<file path="config.mk">
export PLATFORM = sky130hd
export DESIGN_NAME = intr_prio_ctrl
export DESIGN_NICKNAME = d
export VERILOG_FILES = /design/src/rtl/intr_prio_ctrl.sv
export SDC_FILE = /design/constraint.sdc
export NUM_CORES = 1
export LEC_CHECK = 0
export CAP_MARGIN = 20
export CELL_PAD_IN_SITES_DETAIL_PLACEMENT = 1
export CELL_PAD_IN_SITES_GLOBAL_PLACEMENT = 1
export CORE_ASPECT_RATIO = 0.5
export CORE_MARGIN = 2
export CORE_UTILIZATION = 43
export DETAILED_ROUTE_END_ITERATION = 6
export PLACE_DENSITY_LB_ADDON = 0.08
export SYNTH_ARGS = -nofsm -noshare
export SYNTH_HDL_FRONTEND = slang
export SYNTH_SLANG_ARGS = --single-unit
</file>
<file path="constraint.sdc">
create_clock -name clk -period 7.1 [get_ports clk]
set_input_delay 1.42 -clock clk [delete_from_list [all_inputs] [get_ports clk]]
set_output_delay 1.42 -clock clk [all_outputs]
set_load 0.02 [all_outputs]
</file>
<file path="src/rtl/intr_prio_ctrl.sv">
// +--------------------------------------------------------------------------+
// | intr_prio_ctrl                                                           |
// | Four-source vectored priority interrupt controller with nesting.         |
// | Rev 1.0 - initial release                                                |
// +--------------------------------------------------------------------------+
`default_nettype none

module intr_prio_ctrl #(
  parameter int          PRIO_W   = 4,
  parameter int unsigned RST_PRIO = 0
) (
  input  logic              clk,
  input  logic              rst_n,
  input  logic [3:0]        irq,
  input  logic              cfg_we,
  input  logic [1:0]        cfg_sel,
  input  logic [PRIO_W-1:0] cfg_prio,
  input  logic              iack,
  input  logic              eoi,
  output logic              intr,
  output logic [1:0]        vec,
  output logic [3:0]        iack_clr,
  output logic [3:0]        pending,
  output logic [3:0]        isr,
  output logic [PRIO_W-1:0] cur_lvl
);

  localparam logic [PRIO_W-1:0] c_rst_prio = PRIO_W'(RST_PRIO);

  typedef enum logic [1:0] {
    ST_IDLE   = 2'd0,
    ST_ASSERT = 2'd1,
    ST_GRANT  = 2'd2
  } state_t;

  state_t            r_state;
  state_t            w_state_nxt;
  logic              w_latch;
  logic [1:0]        r_win_id;
  logic [3:0]        r_irq_q;
  logic [3:0]        r_pending;
  logic [3:0]        r_isr;
  logic [PRIO_W-1:0] r_prio [4];

  logic [3:0]        w_prio_nz;
  logic [3:0]        w_edge;
  logic [3:0]        w_grant_oh;
  logic [PRIO_W-1:0] w_cur_lvl;
  logic              w_win_found;
  logic [1:0]        w_win_id;
  logic [PRIO_W-1:0] w_win_prio;
  logic              w_eligible;
  logic              w_eoi_found;
  logic [1:0]        w_eoi_id;
  logic [PRIO_W-1:0] w_eoi_prio;
  logic [3:0]        w_eoi_clr;

  for (genvar g = 0; g < 4; g++) begin : g_prio_nz
    assign w_prio_nz[g] = |r_prio[g];
  end

  assign w_edge     = irq & ~r_irq_q;
  assign w_grant_oh = (r_state == ST_GRANT) ? (4'b0001 << r_win_id) : 4'b0000;

  // Highest in-service level; follows priority rewrites without delay.
  always_comb begin
    w_cur_lvl = '0;
    for (int i = 0; i < 4; i++) begin
      if (r_isr[i] && (r_prio[i] > w_cur_lvl)) begin
        w_cur_lvl = r_prio[i];
      end
    end
  end

  // Ascending scan with strict compare keeps the lower index on ties.
  always_comb begin
    w_win_found = 1'b0;
    w_win_id    = 2'd0;
    w_win_prio  = '0;
    for (int i = 0; i < 4; i++) begin
      if (r_pending[i] && w_prio_nz[i] && (r_prio[i] > w_win_prio)) begin
        w_win_found = 1'b1;
        w_win_id    = 2'(i);
        w_win_prio  = r_prio[i];
      end
    end
  end

  assign w_eligible = w_win_found && (w_win_prio > w_cur_lvl);

  // EOI target must still be found if its priority was rewritten to zero.
  always_comb begin
    w_eoi_found = 1'b0;
    w_eoi_id    = 2'd0;
    w_eoi_prio  = '0;
    for (int i = 0; i < 4; i++) begin
      if (r_isr[i] && (!w_eoi_found || (r_prio[i] > w_eoi_prio))) begin
        w_eoi_found = 1'b1;
        w_eoi_id    = 2'(i);
        w_eoi_prio  = r_prio[i];
      end
    end
  end

  assign w_eoi_clr = (eoi && w_eoi_found) ? (4'b0001 << w_eoi_id) : 4'b0000;

  always_comb begin
    w_state_nxt = r_state;
    w_latch     = 1'b0;
    case (r_state)
      ST_IDLE: begin
        if (w_eligible) begin
          w_state_nxt = ST_ASSERT;
          w_latch     = 1'b1;
        end
      end
      ST_ASSERT: begin
        if (iack) begin
          w_state_nxt = ST_GRANT;
        end
      end
      ST_GRANT: begin
        w_state_nxt = ST_IDLE;
      end
      default: begin
        w_state_nxt = ST_IDLE;
      end
    endcase
  end

  always_ff @(posedge clk or negedge rst_n) begin
    if (!rst_n) begin
      r_state  <= ST_IDLE;
      r_win_id <= 2'd0;
    end else begin
      r_state <= w_state_nxt;
      if (w_latch) begin
        r_win_id <= w_win_id;
      end
    end
  end

  // A grant clear overrides a same-cycle new edge on that source.
  always_ff @(posedge clk or negedge rst_n) begin
    if (!rst_n) begin
      r_irq_q   <= 4'b0000;
      r_pending <= 4'b0000;
      r_isr     <= 4'b0000;
      for (int i = 0; i < 4; i++) begin
        r_prio[i] <= c_rst_prio;
      end
    end else begin
      r_irq_q   <= irq;
      r_pending <= (r_pending | (w_edge & w_prio_nz)) & ~w_grant_oh;
      r_isr     <= (r_isr & ~w_eoi_clr) | w_grant_oh;
      if (cfg_we) begin
        r_prio[cfg_sel] <= cfg_prio;
      end
    end
  end

  assign intr     = (r_state == ST_ASSERT);
  assign vec      = r_win_id;
  assign iack_clr = w_grant_oh;
  assign pending  = r_pending;
  assign isr      = r_isr;
  assign cur_lvl  = w_cur_lvl;

endmodule

`default_nettype wire

</file>
# After elaboration in Yosys (flattened, before gate mapping)
# Cells that the tools add are included.
[op_classes]
magnitude_cmp = 13
n_eq_ne = 4
n_shift = 2
mux = 35
n_bitwise = 10
n_reduce_logical = 30
[ops]
columns = ["op", "count"]
rows = [
  ["$mux 4", 14],
  ["$gt 4x4->1", 10],
  ["$logic_and 1x1->1", 18],
  ["$and 4x4->4", 4],
  ["$bwmux 16", 1],
  ["$reduce_or 4->1", 4],
  ["$mux 1", 12],
  ["$mux 2", 6],
  ["$not 4->4", 3],
  ["$demux 4 s2", 1],
  ["$or 4x4->4", 2],
  ["$shl 1x2->4 const A", 2],
  ["$gt 4x1->1 const B", 1],
  ["$ne 2x2->1 const B", 2],
  ["$pmux 2 s2", 1],
  ["$ge 3x3->1 const B", 1],
  ["$logic_not 1->1", 3],
  ["$logic_or 1x1->1", 3],
  ["$lt 3x1->1 const B", 1],
  ["$not 2->3", 1],
  ["$eq 2x1->1 const B", 1],
  ["$eq 2x2->1 const B", 1],
  ["$logic_not 2->1", 1],
  ["$reduce_and 2->1", 1],
]
[totals]
regBits = 32
output_inout_bits = 19
wordCells = 103

# Longest topological paths before layout
# Gate-level depths: netlist of run 1.
[depth]
depth_word = 18
ltp_mapped = 31
depth_no_buf = 30

# Worst setup path after synthesis of run 1
# No wires, ideal clock.
[synth_path]
path_type = "register -> output"
startpoint = "reg r_isr[0] (netlist: isr[0])"
endpoint = "out cur_lvl[0]"
t_arrival_ps = 4442
path_slack_ps = 1238
path_stages_with_launch = 21
n_path_buf = 2
cell_sequence = "dfrtp_1 -> buf_2 -> nand2_1 -> ha_1 -> nor2b_4 -> o31a_1 -> o211ai_1 -> o21a_1 -> inv_1 -> ha_1 -> inv_1 -> a31oi_1 -> o31a_1 -> o31a_1 -> or2_1 -> ha_1 -> nand3_1 -> o22ai_1 -> o221a_2 -> clkbuf_1 -> o31ai_1"
[synth_via]
elab_chain_len = 11
[synth_rtl]
columns = ["element", "line_no", "text"]
rows = [
  ["start, declared", "42", "logic [3:0] r_isr;"],
  ["start signal, assigned", "155", "r_isr <= (r_isr & ~w_eoi_clr) | w_grant_oh;"],
  ["$logic_and 1x1->1 (*)", "69", "if (r_isr[i] && (r_prio[i] > w_cur_lvl)) begin"],
  ["$mux 4 (*)", "69", ""],
  ["$gt 4x4->1", "69", ""],
  ["$logic_and 1x1->1", "69", ""],
  ["$mux 4 (*)", "69", ""],
  ["$gt 4x4->1", "69", ""],
  ["$logic_and 1x1->1", "69", ""],
  ["$mux 4 (*)", "69", ""],
  ["$gt 4x4->1", "69", ""],
  ["$logic_and 1x1->1", "69", ""],
  ["$mux 4 (*)", "69", ""],
  ["end, declared", "25", "output logic [PRIO_W-1:0] cur_lvl"],
]
# Mark *: on every way between the ends. The rest lies on a longest branch, timed or not.

# Worst setup path in the final report of run 1
[layout_path]
startpoint = "reg r_isr[0] (netlist: isr[0])"
endpoint = "out cur_lvl[1]"
# The elaborated chain is that of the path after synthesis.

==> impl_metrics.yaml, run 1 <==
logic_synthesis:
  ys.flop_type: "dfrtp_1"
  synth_edf_count: 0
  synth.distinct_cells: 45
  ys_warn_count: 0
  synth_top_family_by_area: "compound AO/OA/AOI/OAI gates"
  synthTopCellsByArea: "dfrtp_1, ha_1, mux2_2"
  syn_area_mm2: 0.00277
  synth_mux_area_frac: 0.131
  syn_nets: 347
  synth_top_area_frac: 0.289
  ys_seq_area_frac: 0.289
  ys_async_sr_fraction: 1.00
  yosysTopAreaCell: "dfrtp_1"
  synth.avg_cell_area_um2: 9.38
  synth_xor_area_frac: 0
  synth-compound-area-share: 0.206
  synth-adder-area-share: 0.167
  synth.ff_latch_count: 32
  synthSimpleGateAreaFrac: 0.161
  syn_inst: 295
floorplanning:
  dieHeight_um: 60.7
  die-area_mm2: 0.00713
  num_rows: 20
  ios: 34
  coreArea_mm2: 0.00613
  start_util: 0.451
  fp.dieW_um: 117
worst_setup_path:
  path_cells: "nand2_1 > ha_1 > nor2b_4 > o31a_1 > o211ai_1 > nor2_1 > a21oi_1 > ha_1 > a31oi_1 > o31a_1 > o31a_1 > or2_1 > ha_1 > nand3_1 > o22ai_1 > o221a_2 > a31oi_1 > a22o_1 > clkdlybuf4s50_1"
  slowest_delay_ns: 0.60
  cp_max_fo: 11
  cp-end-kind: "primary output"
  worstPathArrival_ns: 5.30
  critPathKind: "register to primary output"
  required_ns: 5.68
  worst_setup_path_start_kind: "register"
  cp_slowest_cell: "clkdlybuf4s50_1"
sta:
  fin_crit_ns: 6.72
  hold_viol: 0
  skew_ns: 0.00607
  fmax_ghz: 0.149
  rsz0062_at_grt: "no"
  worst_slew_pin_slew_ns: 0.787
  maxSlewHeadroom: 0.474
  fin_crit_sh: 0.946
  setup_viol: 0
  tns_ns: 0
  slew_violations: 0
clocking:
  cts_tree: "yes"
  cts-htree-levels: 2
  path_clk_slew_ns: 0.05
  cts_sinks: 32
  clk_latency_ns: 0.28
  clk_path_buf_depth: 2
  numCtsBuffers: 5
  root_buffer: "clkbuf_16"
run:
  cap_violations: 0
power:
  switching_share: 0.457
  comb_power_share: 0.648
  power.switching_mw: 0.719
  ir_worst_vdd_mv: 0.286
  p_leak_nw: 1.50
  pwr-share-seq: 0.196
  p_int_mw: 0.855
  power-per-cell-area_mw_per_mm2: 465
  clkPwrFrac: 0.156
finish:
  instances_no_fill: 424
  postLayoutCoreUtil: 0.552
  drive_gt1_frac: 0.143
  fillers: 710
  final_nets: 387
  syn2layout_area_growth_pct: 22.4
  finalInstanceArea_mm2: 0.00339
  antenna_cells: 0
min_path:
  holdCritPathClass: "register to register"
place:
  io_buffer_count: 33
  placed_cells: 416
  place_area_mm2: 0.00321
  place_hpwl_um: 6640
  gp_congestion: 0.828
global_routing:
  gr-total-overflow: 0
  grt_antenna_before_repair: 0
  grt_pass1_wl_um: 13600
  grt_max_degree: 33
  gr-usage-all-layers: 0.252
  grt_pass1_vias: 2573
routing:
  first_pass_iters: 4
  totalWireLength_um: 8480
  route.detailed.drc: 0
  antenna_left: 0
  wire_per_inst_um: 20.0
  vias: 2496
  vias_per_cell: 5.89
  drt_iter0_drc: 182
outcome:
  outcome: "completed"
final timing paths:
| kind | end | cells after the start | slack (ns) | start |
|---|---|---|---|---|
| worst min-delay path | pending[2]$_DFF_PN0_ | 2 | 0.54 | pending[2]$_DFF_PN0_ |
| worst min register to register | pending[2]$_DFF_PN0_ | 2 | 0.54 | pending[2]$_DFF_PN0_ |
| max in group asynchronous | isr[0]$_DFF_PN0_ | 2 | 5.22 | rst_n |
| min in group asynchronous | pending[0]$_DFF_PN0_ | 2 | 1.55 | rst_n |
| worst max register to register | vec[0]$_DFFE_PN0P_ | 30 | 0.65 | pending[0]$_DFF_PN0_ |
| worst max-delay path | cur_lvl[1] | 19 | 0.38 | isr[0]$_DFF_PN0_ |
sequential cells by signal (all words and copies together), names as in the netlist:
name     cells
pending      4
r_state      2
isr          4
r_prio      16
vec          2
r_irq_q      4
critical path: cells and delay by family, from the launching register on:
family	cells	cell delay (ns)
buffers and inverters	1	0.60
AO/OA/AOI/OAI	10	2.34
flip-flops	1	0.47
AND/OR/NAND/NOR	5	0.68
adder cells (fa/ha/maj)	3	0.91
metrics by stage:
step                      hold WS (ns)  total power, mW  worst slack, ns
after floorplan                  0.511            0.984             1.24
after global placement           0.512             1.25            0.903
after detailed placement         0.539             1.31            0.659
after CTS                        0.550             1.57            0.338
after global routing             0.585             1.72          0.00447
final                            0.542             1.57            0.380
power groups by stage:
stage	Clock (mW)	Combinational (mW)	Sequential, mW
finish	0.246	1.02	0.308
floorplan	0	0.681	0.303
CTS	0.249	1.02	0.305
global route	0.262	1.14	0.316
detailed placement	0	1.00	0.308
global placement	0	0.946	0.304
Yosys cell counts (8+ instances only):
cell type and number:
ha_1 37, nor2_1 9, mux2i_1 8, a21oi_1 12, o21a_1 12, dfrtp_1 32, mux2_2 25, nand4_1 9
nand2_1 15, o21ai_0 17, inv_1 31
logic make-up (layout without fill, tap and decap cells):
logic type,Yosys count,in the layout
AND/OR/NAND/NOR,78,78
flip-flops,32,32
buffers and inverters,33,74
multiplexers,33,33
adder cells (fa/ha/maj),37,37
AO/OA/AOI/OAI,82,82
layout make-up:
type | instances | area (um^2) | share of cell area
flip-flops and latches | 32 | 802 | 0.237
well taps | 88 | 110 | 0.0325
clock buffers | 5 | 125 | 0.0370
multi-input cells | 230 | 1840 | 0.545
clock inverters | 3 | 42.5 | 0.0126
inverters | 31 | 116 | 0.0344
repair buffers | 35 | 345 | 0.102
per-layer routing:
metal	wire length, um	vias to the layer above	track usage	share of wire
met4	30	0	0.0379	0.0035
met3	375	2	0.0470	0.044
li1	-	1176	-	-
met5	0	-	0	0
met2	3780	55	0.418	0.45
met1	4300	1263	0.358	0.51
what timing repair did:
| action | 4_1_cts | 5_1_grt |
|---|---|---|
| hold buffers | 0 | 0 |
| endpoints found under the hold margin | 0 | 0 |
| buffers inserted | 0 | 0 |
| endpoints found under the setup margin | 0 | 3 |
| gates resized for setup | 0 | 2 |
placed cells by master, fill, tap and decap left out, drive strengths merged, types with 7 or more instances in the layout:
cell type and count:
and2 7, mux2i 8, nand3 7, dfrtp 32, a21oi 13, nand2 16, ha 37, inv 31
o21a 12, o21ai 19, a31oi 7, nor2 9, nor2b 8, mux2 25, clkdlybuf4s50 33, nand4 9
No activity file was read; power rests on OpenSTA's default activity.
==> run 2: changes to the inputs <==
--- a/config.mk
+++ b/config.mk
@@ -13,6 +13,7 @@
 export CORE_UTILIZATION = 43
 export DETAILED_ROUTE_END_ITERATION = 6
 export PLACE_DENSITY_LB_ADDON = 0.08
+export SETUP_SLACK_MARGIN = 0.05
 export SYNTH_ARGS = -nofsm -noshare
 export SYNTH_HDL_FRONTEND = slang
 export SYNTH_SLANG_ARGS = --single-unit
==> run 2 against run 1 <==
Against the previous run: global-route usage unchanged; flip-flop and latch count unchanged; register-to-register slack improved by 0.20 ns; utilization increased by 0.061 points; total power increased by 0.37%; die area unchanged; clock skew about the same.
==> impl_metrics.yaml, run 2 (synthesized netlist as in run 1, its figures left out) <==
sta:
  fmax_ghz: 0.149
  skew_ns: 0.00606
  worst_slew_pin_slew_ns: 0.787
  rsz0062_at_grt: "no"
  hold_viol: 0
  maxSlewHeadroom: 0.474
  fin_crit_sh: 0.947
  fin_crit_ns: 6.72
  slew_violations: 0
  setup_viol: 0
  tns_ns: 0
finish:
  layout_common_cells: "ha_1, clkdlybuf4s50_1, inv_1, dfrtp_1, mux2_2"
  drive_gt1_frac: 0.146
  postLayoutCoreUtil: 0.553
  fillers: 709
  antenna_cells: 0
  final_nets: 387
  max_flop_register: "r_prio"
  finalInstanceArea_mm2: 0.00339
  syn2layout_area_growth_pct: 22.5
  layout_commonest_cell: "ha_1"
  largest_reg_flops: 16
clocking:
  cts_tree: "yes"
  cts_sinks: 32
  cts-htree-levels: 2
  clk_path_buf_depth: 2
  ctsHoldBuffers: 0
  path_clk_slew_ns: 0.05
  root_buffer: "clkbuf_16"
  numCtsBuffers: 5
  clk_latency_ns: 0.28
routing:
  totalWireLength_um: 8470
  first_pass_iters: 4
  antenna_left: 0
  met2_length_um: 3790
  wire_per_inst_um: 20.0
  dr_wl_met3_um: 333
  vias: 2493
  drt_iter0_drc: 177
  drt-met1-wl_um: 4320
  highest_layer: "met4"
  vias_per_cell: 5.88
  route.detailed.drc: 0
worst_setup_path:
  r2r_cells: 31
  crit_start: "isr[0]$_DFF_PN0_"
  cp_max_fo: 11
  reg2reg_from: "pending[0]$_DFF_PN0_"
  worst_setup_path_start_kind: "register"
  endpoint: "cur_lvl[1]"
  critPathKind: "register to primary output"
  reg2reg_setup_slack_ns: 0.85
  cp-end-kind: "primary output"
  required_ns: 5.68
  worst_r2r_endpoint: "vec[0]$_DFFE_PN0P_"
  worstPathArrival_ns: 5.30
floorplanning:
  num_rows: 20
  dieHeight_um: 60.7
  ios: 34
  coreArea_mm2: 0.00613
  die-area_mm2: 0.00713
  start_util: 0.451
  fp.dieW_um: 117
global_routing:
  gr-total-overflow: 0
  gr-usage-all-layers: 0.252
  grt_pass1_wl_um: 13600
  grt_max_degree: 33
  grt_antenna_before_repair: 0
  grt_pass1_vias: 2573
place:
  gp_congestion: 0.828
  io_buffer_count: 33
  place_hpwl_um: 6640
  place_area_mm2: 0.00321
power:
  p_leak_nw: 1.50
  power-per-cell-area_mw_per_mm2: 466
  ir_worst_vdd_mv: 0.286
outcome:
  outcome: "completed"
run:
  cap_violations: 0
min_path:
  min_path_cells: 2
  holdCritPathClass: "register to register"
[run 2: changes by cell type in the layout (fill, tap and decap cells not counted)]
cell and change:
a21oi_1 -1, a21oi_2 +1
[run 2: worst max-delay path, stage by stage, from the launching register on]
cell and delay, ns:
dfrtp_2 0.47, nand2_1 0.15, ha_1 0.32, nor2b_4 0.13
o31a_1 0.28, o211ai_1 0.30, nor2_1 0.07, a21oi_1 0.27
ha_1 0.30, a31oi_1 0.08, o31a_1 0.21, o31a_1 0.30
or2_1 0.22, ha_1 0.29, nand3_1 0.11, o22ai_1 0.08
o221a_2 0.34, a31oi_1 0.29, a22o_1 0.19, clkdlybuf4s50_1 0.60
[run 2: layout make-up]
cell class | count | area [um^2] | share of cell area
multi-input combinational | 230 | 1850 | 0.545
sequential | 32 | 802 | 0.237
timing repair buffer | 35 | 345 | 0.102
clock buffer | 5 | 125 | 0.0369
inverter | 31 | 116 | 0.0343
tap | 88 | 110 | 0.0325
clock inverter | 3 | 42.5 | 0.0126
[run 2: layer usage]
metal,vias up,track usage
met5,-,0
met4,0,0.0379
met3,2,0.0470
met2,51,0.418
met1,1265,0.358
li1,1175,-
[run 2: per-stage QoR]
step	worst slack, ns	hold WS (ns)	power, mW	std cells
finish	0.380	0.542	1.58	424
global route	0.0659	0.585	1.72	424
CTS	0.338	0.550	1.57	424
detailed placement	0.659	0.539	1.31	416
global placement	0.903	0.512	1.25	416
floorplan	1.24	0.511	0.984	295
[run 2: worst min path at each step]
stage,start,to,slack [ns]
floorplan,r_prio[15]$_DFFE_PN0P_,r_prio[15]$_DFFE_PN0P_,0.51
global placement,pending[1]$_DFF_PN0_,pending[1]$_DFF_PN0_,0.51
detailed placement,pending[3]$_DFF_PN0_,pending[3]$_DFF_PN0_,0.54
CTS,pending[2]$_DFF_PN0_,pending[2]$_DFF_PN0_,0.55
global route,pending[1]$_DFF_PN0_,pending[1]$_DFF_PN0_,0.59
finish,pending[2]$_DFF_PN0_,pending[2]$_DFF_PN0_,0.54
[run 2: timing repair]
item,4_1_cts,5_1_grt
resized for setup,0,3
endpoints found under the setup margin,0,5
setup buffers,0,0
[run 2: power breakdown]
group          internal (mW)  total, mW  switching (mW)  leakage [nW]
clock network          0.165      0.246          0.0817        0.0798
registers              0.230      0.308          0.0779         0.377
logic                  0.463       1.03           0.563          1.04
total                  0.857       1.58           0.722          1.50
==> run 3: changes to the inputs <==
--- a/config.mk
+++ b/config.mk
@@ -12,8 +12,10 @@
 export CORE_MARGIN = 2
 export CORE_UTILIZATION = 43
 export DETAILED_ROUTE_END_ITERATION = 6
+export MAX_ROUTING_LAYER = met4
 export PLACE_DENSITY_LB_ADDON = 0.08
 export SETUP_SLACK_MARGIN = 0.05
 export SYNTH_ARGS = -nofsm -noshare
 export SYNTH_HDL_FRONTEND = slang
 export SYNTH_SLANG_ARGS = --single-unit
+export TNS_END_PERCENT = 20
==> run 3 against run 2 <==
Against the previous run: count of clock-buffer cells in the layout did not move; hold slack lost 0.0019 ns; clock power is essentially flat; via count fell by 0.32%; sequential share of layout area about the same; global-route usage rose by 0.92 points; sequential power barely moved; non-clock buffer count is the same; first-iteration DRC count shrank 7.9%; setup slack worse by 0.0013 ns; critical path type unchanged; largest cell class unchanged.
==> impl_metrics.yaml, run 3 (synthesized netlist as in run 1, its figures left out) <==
clocking:
  ctsHoldBuffers: 0
  clk_latency_ns: 0.28
  cts_sinks: 32
  path_clk_slew_ns: 0.05
  cts-htree-levels: 2
  cts_tree: "yes"
  root_buffer: "clkbuf_16"
  numCtsBuffers: 5
  clk_path_buf_depth: 2
  post_cts_buffers: 0
routing:
  drt_iter0_drc: 163
  route.detailed.drc: 0
  wire_per_inst_um: 19.9
  totalWireLength_um: 8430
  first_pass_iters: 4
  vias: 2485
  antenna_left: 0
  vias_per_cell: 5.86
sta:
  tns_ns: 0
  fin_crit_sh: 0.947
  worst_slew_pin_slew_ns: 0.788
  skew_ns: 0.00546
  rsz0062_at_grt: "yes"
  hold_viol: 0
  setup_viol: 0
  fmax_ghz: 0.149
  maxSlewHeadroom: 0.473
  fin_crit_ns: 6.72
  slew_violations: 0
finish:
  drive_gt1_frac: 0.143
  layout_commonest_cell: "ha_1"
  finalInstanceArea_mm2: 0.00339
  antenna_cells: 0
  layout_common_cells: "ha_1, clkdlybuf4s50_1, inv_1, dfrtp_1, mux2_2"
  largest_reg_flops: 16
  syn2layout_area_growth_pct: 22.4
  max_flop_register: "r_prio"
  final_nets: 387
floorplanning:
  die-area_mm2: 0.00713
  coreArea_mm2: 0.00613
  ios: 34
  dieHeight_um: 60.7
  fp.dieW_um: 117
  num_rows: 20
  start_util: 0.451
power:
  power-per-cell-area_mw_per_mm2: 464
  ir_worst_vdd_mv: 0.285
  p_leak_nw: 1.50
worst_setup_path:
  cp-end-kind: "primary output"
  cp_max_fo: 11
  critPathKind: "register to primary output"
  worst_setup_path_start_kind: "register"
  worstPathArrival_ns: 5.30
  worst_r2r_endpoint: "vec[0]$_DFFE_PN0P_"
  reg2reg_from: "pending[0]$_DFF_PN0_"
  reg2reg_setup_slack_ns: 0.70
  required_ns: 5.68
  r2r_cells: 30
global_routing:
  grt_pass1_vias: 2573
  gr-total-overflow: 0
  gr-usage-all-layers: 0.261
  grt_antenna_before_repair: 0
  grt_max_degree: 33
  grt_pass1_wl_um: 13700
outcome:
  outcome: "completed"
min_path:
  min_path_cells: 2
  holdCritPathClass: "register to register"
  hold_end: "pending[2]$_DFF_PN0_"
  hold_start: "pending[2]$_DFF_PN0_"
place:
  place_hpwl_um: 6640
  place_area_mm2: 0.00321
  io_buffer_count: 33
  gp_congestion: 0.841
run:
  cap_violations: 0
run 3: area by class of cell:
class / instances / area (um^2)
fillers: 710 / 2750
multi-input cells: 230 / 1840
flip-flops and latches: 32 / 802
repair buffers: 35 / 345
clock buffers: 5 / 125
inverters: 31 / 116
well taps: 88 / 110
clock inverters: 3 / 42.5
run 3: worst max path at each step:
stage	from	endpoint	slack, ns	cells past startpoint
floorplan	isr[0]$_DFF_PN0_	cur_lvl[0]	1.24	20
global placement	isr[0]$_DFF_PN0_	cur_lvl[3]	0.90	17
detailed placement	isr[0]$_DFF_PN0_	cur_lvl[1]	0.66	18
CTS	isr[0]$_DFF_PN0_	cur_lvl[1]	0.34	18
global route	pending[0]$_DFF_PN0_	vec[0]$_DFFE_PN0P_	0.004	30
finish	isr[0]$_DFF_PN0_	cur_lvl[1]	0.38	19
run 3: worst max-delay path, stage by stage, from the launching register on:
cell             delay, ns
dfrtp_2               0.47
nand2_1               0.15
ha_1                  0.32
nor2b_4               0.13
o31a_1                0.28
o211ai_1              0.30
nor2_1                0.07
a21oi_1               0.27
ha_1                  0.30
a31oi_1               0.08
o31a_1                0.21
o31a_1                0.30
or2_1                 0.22
ha_1                  0.29
nand3_1               0.11
o22ai_1               0.08
o221a_2               0.34
a31oi_1               0.30
a22o_1                0.19
clkdlybuf4s50_1       0.60
run 3: layer usage:
metal / wire length (um) / GRT usage / part of all wire / up-vias
met3: 366 / 0.0451 / 0.043 / 4
met4: 47 / 0.0379 / 0.0056 / 0
li1: - / - / - / 1173
met5: 0 / - / 0 / -
met1: 4250 / 0.360 / 0.50 / 1254
met2: 3770 / 0.418 / 0.45 / 54
run 3: where the power goes:
group | switching [mW] | total, mW | internal [mW]
Clock | 0.0820 | 0.247 | 0.165
Sequential | 0.0770 | 0.307 | 0.230
Combinational | 0.556 | 1.02 | 0.460
Total | 0.715 | 1.57 | 0.854
run 3: stage by stage:
stage | cells | worst slack, ns | power (mW) | util | hold WS (ns)
after global placement | 416 | 0.903 | 1.25 | 0.524 | 0.512
after global routing | 424 | 0.00447 | 1.72 | 0.552 | 0.585
after detailed placement | 416 | 0.659 | 1.31 | 0.524 | 0.539
after CTS | 424 | 0.338 | 1.57 | 0.551 | 0.550
after floorplan | 295 | 1.24 | 0.984 | - | 0.511
final | 424 | 0.378 | 1.57 | 0.552 | 0.540
run 3: timing repair:
item                                    4_1_cts  5_1_grt
endpoints found under the setup margin        0        5
gates resized for setup                       0        2
hold endpoints to repair                      0        0
